### src/rtl/cbd_stream.sv
// Streaming centered-binomial sampler: buffers LSB-first noise bits and emits
// LANES coefficients (a-b over ETA-bit popcounts) per beat, signed or mod Q.
module cbd_stream #(
  parameter int unsigned ETA     = 2,
  parameter int unsigned IN_W    = 64,
  parameter int unsigned LANES   = 4,
  parameter int unsigned COEFF_W = 16,
  parameter int unsigned Q       = 3329
) (
  input  logic                     clk,
  input  logic                     rst,
  input  logic                     start,
  input  logic                     mode_modq,
  input  logic                     in_valid,
  input  logic [IN_W-1:0]          in_data,
  output logic                     in_ready,
  output logic                     out_valid,
  output logic [LANES*COEFF_W-1:0] out_data,
  input  logic                     out_ready,
  output logic                     out_last,
  output logic                     busy,
  output logic                     done
);

  localparam int unsigned GRP       = 2 * ETA;
  localparam int unsigned CW        = LANES * GRP;
  localparam int unsigned BUF_W     = IN_W + CW;
  localparam int unsigned IN_BEATS  = 256 * GRP / IN_W;
  localparam int unsigned OUT_BEATS = 256 / LANES;
  localparam int unsigned CNT_W     = $clog2(BUF_W + 1);
  localparam int unsigned IB_W      = $clog2(IN_BEATS + 1);
  localparam int unsigned OB_W      = $clog2(OUT_BEATS + 1);

  typedef enum logic {IDLE, RUN} state_e;

  state_e                     state_q;
  logic [BUF_W-1:0]           buf_q, buf_d, buf_sh;
  logic [CNT_W-1:0]           cnt_q, cnt_d, cnt_mid;
  logic [IB_W-1:0]            ib_q;
  logic [OB_W-1:0]            ob_q;
  logic                       mode_q;
  logic                       out_valid_q, out_last_q, done_q;
  logic [LANES*COEFF_W-1:0]   out_data_q, coef_d;
  logic                       take_in, take_out, out_fire, last_d;

  function automatic logic [COEFF_W-1:0] cbd_coeff(input logic [GRP-1:0] g,
                                                   input logic modq);
    int a;
    int b;
    int c;
    a = 0;
    b = 0;
    for (int unsigned k = 0; k < ETA; k++) begin
      a += int'(g[k]);
      b += int'(g[ETA+k]);
    end
    c = a - b;
    if (modq && c < 0) c = int'(Q) + c;
    return COEFF_W'(c);
  endfunction

  assign in_ready = (state_q == RUN) && (cnt_q <= CNT_W'(BUF_W - IN_W)) &&
                    (ib_q < IB_W'(IN_BEATS));
  assign take_in  = in_valid && in_ready;
  assign out_fire = out_valid_q && out_ready;
  assign take_out = (state_q == RUN) && (cnt_q >= CNT_W'(CW)) &&
                    (!out_valid_q || out_ready) && (ob_q < OB_W'(OUT_BEATS));
  assign last_d   = (ob_q == OB_W'(OUT_BEATS - 1));

  // Consume from the bottom first, then append the new beat just above the
  // remaining valid bits; bits above cnt are always zero so OR is safe.
  always_comb begin
    buf_sh  = take_out ? (buf_q >> CW) : buf_q;
    cnt_mid = take_out ? (cnt_q - CNT_W'(CW)) : cnt_q;
    buf_d   = buf_sh;
    cnt_d   = cnt_mid;
    if (take_in) begin
      buf_d = buf_sh | (BUF_W'(in_data) << cnt_mid);
      cnt_d = cnt_mid + CNT_W'(IN_W);
    end
  end

  always_comb begin
    coef_d = '0;
    for (int unsigned j = 0; j < LANES; j++) begin
      coef_d[j*COEFF_W +: COEFF_W] = cbd_coeff(buf_q[j*GRP +: GRP], mode_q);
    end
  end

  always_ff @(posedge clk or posedge rst) begin
    if (rst) begin
      state_q     <= IDLE;
      buf_q       <= '0;
      cnt_q       <= '0;
      ib_q        <= '0;
      ob_q        <= '0;
      mode_q      <= 1'b0;
      out_valid_q <= 1'b0;
      out_last_q  <= 1'b0;
      out_data_q  <= '0;
      done_q      <= 1'b0;
    end else begin
      done_q <= 1'b0;
      case (state_q)
        IDLE: begin
          if (start) begin
            state_q     <= RUN;
            mode_q      <= mode_modq;
            buf_q       <= '0;
            cnt_q       <= '0;
            ib_q        <= '0;
            ob_q        <= '0;
            out_valid_q <= 1'b0;
            out_last_q  <= 1'b0;
          end
        end
        RUN: begin
          buf_q <= buf_d;
          cnt_q <= cnt_d;
          if (take_in) ib_q <= ib_q + 1'b1;
          if (take_out) begin
            out_data_q  <= coef_d;
            out_valid_q <= 1'b1;
            out_last_q  <= last_d;
            ob_q        <= ob_q + 1'b1;
          end else if (out_fire) begin
            out_valid_q <= 1'b0;
            out_last_q  <= 1'b0;
          end
          if (out_fire && out_last_q) begin
            state_q <= IDLE;
            done_q  <= 1'b1;
          end
        end
        default: state_q <= IDLE;
      endcase
    end
  end

  assign out_valid = out_valid_q;
  assign out_data  = out_data_q;
  assign out_last  = out_last_q;
  assign busy      = (state_q == RUN);
  assign done      = done_q;

endmodule
### config.mk
export PLATFORM = sky130hd
export DESIGN_NAME = cbd_stream
export DESIGN_NICKNAME = d
export VERILOG_FILES = /design/src/rtl/cbd_stream.sv
export SDC_FILE = /design/constraint.sdc
export NUM_CORES = 1
export LEC_CHECK = 0
export ABC_AREA = 1
export CORE_ASPECT_RATIO = 1.75
export CORE_MARGIN = 5
export CORE_UTILIZATION = 55
export CTS_CLUSTER_DIAMETER = 40
export CTS_CLUSTER_SIZE = 12
export DETAILED_ROUTE_END_ITERATION = 8
export PLACE_DENSITY = 0.81
export SLEW_MARGIN = 20
export SYNTH_ARGS = -nofsm -noshare
export SYNTH_HDL_FRONTEND = slang
export SYNTH_SLANG_ARGS = --single-unit
### constraint.sdc
create_clock -name clk -period 11.1 [get_ports clk]
set_input_delay 2.775 -clock clk [delete_from_list [all_inputs] [get_ports clk]]
set_output_delay 2.775 -clock clk [all_outputs]
set_load 0.05 [all_outputs]
==> results of run 1 <==
## power by group through the flow
| stage | clock, mW | combinational, mW | sequential (mW) |
|---|---|---|---|
| floorplan | 0 | 1.49 | 1.00 |
| global placement | 0 | 2.05 | 0.838 |
| detailed placement | 0 | 2.11 | 0.845 |
| CTS | 0.631 | 2.15 | 0.839 |
| global route | 0.652 | 2.42 | 0.866 |
| finish | 0.624 | 2.14 | 0.840 |
## critical path, stage by stage
cell             delay [ns]
clkdlybuf4s50_1        0.48
nor2_1                 0.07
nor2_4                 0.13
nand2_4                0.50
inv_2                  0.74
nand2_1                0.13
nand2_2                0.63
nand2_2                0.43
o21ai_1                0.24
nand2_1                0.07
nand2_1                0.07
nand2_1                0.06
nand2_1                0.09
## cells by family (layout without fill, tap and decap cells)
group,count (synthesis),in the layout,synth area share
XOR/XNOR,6,6,0.00585
buffers and inverters,220,297,0.113
AO/OA/AOI/OAI,234,234,0.145
flip-flops,136,136,0.379
multiplexers,6,6,0.00668
AND/OR/NAND/NOR,659,659,0.298
adder cells (fa/ha/maj),36,36,0.0535
## cell usage in the layout (no fill, tap or decap), types with 4 or more instances in the layout
cell type,n
a21boi_0,12
nand3_1,88
inv_6,4
a21oi_1,11
fa_1,4
a21boi_1,4
dfrtp_1,135
nor2_1,49
clkbuf_16,17
buf_4,7
ha_1,32
inv_1,114
xor2_1,6
o22ai_1,18
clkdlybuf4s50_1,138
mux2i_1,6
o21ai_0,134
o211ai_1,7
nor3_1,19
a21o_1,5
nand2_1,485
nand2_2,8
o21ai_1,37
bufinv_16,5
## through the flow
stage | worst slack, ns | area, um^2 | hold slack (ns)
global route | 4.69 | 10800 | 0.512
detailed placement | 4.62 | 10100 | 0.471
global placement | 4.68 | 10100 | 0.461
CTS | 5.01 | 10800 | 0.484
floorplan | 4.69 | 8990 | 0.449
finish | 4.98 | 10800 | 0.481
## how the worst min path moves through the flow
stage	end	slack [ns]	cells after the start
after floorplan	ob_q[5]$_DFFE_PP0P_	0.45	1
after global placement	out_data[56]$_DFFE_PP0P_	0.46	1
after detailed placement	out_data[56]$_DFFE_PP0P_	0.47	1
after CTS	out_data[56]$_DFFE_PP0P_	0.48	1
after global routing	out_data[56]$_DFFE_PP0P_	0.51	1
final	out_data[56]$_DFFE_PP0P_	0.48	1
## final cells by class
class	instances	area (um^2)
clock inverter	14	220
tap	192	240
sequential	136	3400
inverter	119	452
fill	1351	5430
timing repair buffer	146	1460
multi-input combinational	941	4580
clock buffer	18	429
## sequential cells by signal (all words and copies together) (netlist names)
| signal | count |
|---|---|
| cnt_q | 3 |
| done | 1 |
| buf_q | 80 |
| ob_q | 7 |
| out_valid | 1 |
| out_data | 36 |
| ib_q | 5 |
| busy | 1 |
| out_last | 1 |
| mode_q | 1 |
## per-layer routing
layer | GRT usage | share of wire | vias up
met5 | 0 | 0 | -
met4 | 0.137 | 0.030 | 0
met3 | 0.0382 | 0.065 | 55
met2 | 0.443 | 0.51 | 355
met1 | 0.299 | 0.39 | 3989
li1 | - | - | 4252
==> results.ini, run 1 <==
[setup_path]
r2r_slack_ns=6.74
ff2ff_path_depth=13
r2r_start=busy$_DFF_PP0_
cp-endpoint=buf_q[68]$_DFFE_PP0P_
required_ns=11.46
startpoint=out_ready
critPathArrivalTime_ns=6.48
worst_r2r_endpoint=buf_q[68]$_DFFE_PP0P_
worst_setup_path_start_kind=primary input
cp-end-kind=flip-flop
critical_path_class=in -> reg
worstPathMaxFanout=91

[pwr]
combinationalPowerShare=0.594
p_int_mw=1.83
power_leakage_nw=5.46
cellPowerDensity_nw_per_um2=335
ir_drop_uv=146
fin_total_pwr_mw=3.61
p_switching_mw=1.78
clkPwrFrac=0.173
p_seq_frac=0.233
p_sw_frac=0.494

[grt]
first_global_vias=8271
overflow=0
grt_usage=0.254
grt_max_degree=92
grt_pass1_wl_um=39300
antenna_found_initial=0

[logic_synthesis]
seq_area_frac_synth=0.379
synth_flop_cell=dfrtp_1
ys_seq_elements=136
synth_top_area_cell=dfrtp_1
syn_area_per_cell_um2=6.93
async_flop_share=1.00
postSynthNetCount=1403
yosysWarnings=0
synth_area_leaders=dfrtp_1, nand2_1, o21ai_0
synth-edff-count=0
netlist_area_um2=8990
post-synth-top-count-cell=nand2_1
synth_cell_types=33
synth_top_cell_area_share=0.379
synthCells=1297
synth_commonest_cells=nand2_1, dfrtp_1, o21ai_0

[floorplan]
rows=62
fp.coreArea_um2=16200
fp.dieArea_um2=19100
start_util=0.554
io_pins=139
die_height_um=179
die_w_um=107

[clock_tree]
root_buffer=clkbuf_16
holdBufCountCts=0
clk_pin_slew_worst_paths_ns=0.06
clk_latency_ns=0.43
cts-htree-levels=4
cts_tree=yes
cts_buffers=17
cts_setup_buffers=0
cts_num_sinks=136
ctsResizeCount=0
clock_path_buffers=2

[timing]
slew_viol_final=0
tns_ns=0
grt_setup_unrepaired=no
setup_violations=0
tightest_slew_ns=0.928
post-route-period-util=0.551
relSlewSlack=0.381
fin_crit_ns=6.12
fin_skew_ns=0.00955
fmax_mhz=163
hold_viol_final=0

[final_layout]
syn_to_final_growth_pct=20.0
n_antenna_cell=0
nets=1467
utilization=0.665
drive_above_1_share=0.0459
fin_cells=1566

[status]
status=complete, no violations

[detailed_routing]
vias_per_cell=5.52
dr_total_vias=8651
routedWlPerCell_um=15.1
dr.pass1.iters=5
antenna_left=0
drt_wl_total_um=23600
first_iter_violations=738
drc_errors=0

[placement]
dpl.cell_count=1533
gp_congestion=0.853
dp_hpwl_um=15500
io_buffer_count=138

[run]
drv_cap=0

[worst_hold_path]
hp-class=reg -> reg
min_from=out_data[56]$_DFFE_PP0P_

Power figures use the tool's default switching activity.
==> inputs of run 2 (changes only) <==
--- a/config.mk
+++ b/config.mk
@@ -8,11 +8,11 @@
 export ABC_AREA = 1
 export CORE_ASPECT_RATIO = 1.75
 export CORE_MARGIN = 5
-export CORE_UTILIZATION = 55
+export CORE_UTILIZATION = 50
 export CTS_CLUSTER_DIAMETER = 40
 export CTS_CLUSTER_SIZE = 12
 export DETAILED_ROUTE_END_ITERATION = 8
-export PLACE_DENSITY = 0.81
+export PLACE_DENSITY = 0.78
 export SLEW_MARGIN = 20
 export SYNTH_ARGS = -nofsm -noshare
 export SYNTH_HDL_FRONTEND = slang
==> constraint.sdc (replaced) <==
create_clock -name clk -period 4.9 [get_ports clk]
set_input_delay 1.225 -clock clk [delete_from_list [all_inputs] [get_ports clk]]
set_output_delay 1.225 -clock clk [all_outputs]
set_load 0.05 [all_outputs]
==> results.ini, run 2 (synthesis gave the netlist of run 1 again) <==
[timing]
fmax_mhz=280
grt_setup_unrepaired=no  ; unchanged
hold_viol_final=0  ; unchanged
fin_crit_ns=3.57
relSlewSlack=0.403  ; was 0.381
fin_skew_ns=0.0124  ; was 0.00955 ns
post-route-period-util=0.729
setup_violations=0  ; unchanged
slew_viol_final=0  ; unchanged
tns_ns=0  ; unchanged
holdWs_ns=0.476  ; was 0.481 ns
tightest_slew_ns=0.895  ; was 0.928 ns

[status]
status=complete, no violations  ; unchanged

[floorplan]
fp.coreArea_um2=17900  ; was 16200 um^2
die_height_um=187  ; was 179 um
fp.dieArea_um2=20900  ; was 19100 um^2
rows=65  ; was 62
io_pins=139  ; unchanged
start_util=0.502  ; was 0.554
die_w_um=111  ; was 107 um

[pwr]
cellPowerDensity_nw_per_um2=742  ; was 335 nW/um^2
fin_total_pwr_mw=8.02  ; was 3.61 mW
ir_drop_uv=340  ; was 146 uV
power_leakage_nw=5.45  ; was 5.46 nW

[setup_path]
cp-end-kind=output port  ; was flip-flop
worstPathMaxFanout=71  ; was 91
critical_path_class=reg -> out  ; was in -> reg
required_ns=3.67  ; was 11.46 ns
worst_setup_path_start_kind=flip-flop  ; was primary input
critPathArrivalTime_ns=2.35  ; was 6.48 ns

[final_layout]
largest_reg_flops=80  ; unchanged
finalInstanceArea_um2=10800  ; about the same
final_cell_mix=nand2_1, clkdlybuf4s50_1, dfrtp_1  ; unchanged
n_antenna_cell=0  ; unchanged
drive_above_1_share=0.0493  ; was 0.0459
syn_to_final_growth_pct=20.3  ; was 20.0%
fill_cells=1687  ; was 1351
largest_register=buf_q  ; unchanged
final_common_cell=nand2_1  ; unchanged
nets=1472  ; was 1467

[detailed_routing]
dr_total_vias=8632  ; was 8651
first_iter_violations=590  ; was 738
drc_errors=0  ; unchanged
vias_per_cell=5.35  ; was 5.52
drt_wl_total_um=23400  ; was 23600 um
antenna_left=0  ; unchanged
routedWlPerCell_um=14.5  ; was 15.1 um
dr.pass1.iters=5  ; unchanged

[grt]
first_global_vias=8171  ; was 8271
overflow=0  ; unchanged
antenna_found_initial=0  ; unchanged
grt_max_degree=97  ; was 92
grt_usage=0.224  ; was 0.254
grt_pass1_wl_um=39000  ; was 39300 um

[clock_tree]
root_buffer=clkbuf_16  ; unchanged
clk_latency_ns=0.43  ; about the same
cts_setup_buffers=0  ; unchanged
cts_tree=yes  ; unchanged
cts_num_sinks=136  ; unchanged
clk_pin_slew_worst_paths_ns=0.06  ; about the same
clock_path_buffers=2  ; unchanged
cts_buffers=17  ; unchanged
holdBufCountCts=0  ; unchanged
ctsResizeCount=0  ; unchanged
cts-htree-levels=4  ; unchanged

[placement]
dp_hpwl_um=15400  ; was 15500 um
gp_congestion=0.902  ; was 0.853
io_buffer_count=138  ; unchanged
place_area_um2=10200  ; was 10100 um^2

[worst_hold_path]
hp-class=reg -> reg  ; unchanged

[run]
drv_cap=0  ; unchanged

run 2: cell count changes in the layout (fill, tap and decap cells not counted), sizes merged:
cell      delta
clkinvlp     +3
buf          +5
bufinv       -3
clkinv       -2
inv          +1
clkbuf       +1
run 2: path summary, 6_finish.rpt:
kind | start | slack, ns | cells past startpoint | end
worst max register to register | busy$_DFF_PP0_ | 1.95 | 12 | buf_q[40]$_DFFE_PP0P_
worst max-delay path | busy$_DFF_PP0_ | 1.33 | 2 | busy
worst min register to register | out_data[8]$_DFFE_PP0P_ | 0.48 | 1 | out_data[8]$_DFFE_PP0P_
worst min-delay path | out_data[8]$_DFFE_PP0P_ | 0.48 | 1 | out_data[8]$_DFFE_PP0P_
max in group asynchronous | rst | 2.74 | 3 | buf_q[37]$_DFFE_PP0P_
min in group asynchronous | rst | 1.35 | 2 | cnt_q[4]$_DFFE_PP0P_
run 2: cell type report:
cell class              count  area, um^2  share of cell area
repair buffers            151        1500               0.139
flip-flops and latches    136        3400               0.315
inverters                 119         452              0.0418
multi-input cells         941        4570               0.423
clock inverters            13         144              0.0133
clock buffers              19         443              0.0410
well taps                 234         293              0.0271
run 2: worst max-delay path, stage by stage (launching register included):
cell and delay, ns:
dfrtp_2 0.35, buf_4 0.62, clkdlybuf4s50_1 0.95
run 2: metrics by stage:
step	util	worst slack, ns	cells
2_1_floorplan	-	0.0355	1297
3_3_place_gp	0.571	1.35	1581
3_5_place_dp	0.571	1.25	1581
4_1_cts	0.604	1.31	1613
5_1_grt	0.604	1.25	1613
6_report	0.604	1.33	1613
run 2: per-layer routing:
metal  share of wire  track usage
met1            0.40        0.264
met3           0.059       0.0340
met5               0            0
met2            0.52        0.407
met4           0.023       0.0852
run 2: power by group:
part           switching, mW  total (mW)  internal, mW
Clock                  0.531        1.30         0.768
Combinational           3.17        4.82          1.65
Sequential             0.294        1.90          1.60
Total                   4.00        8.02          4.02
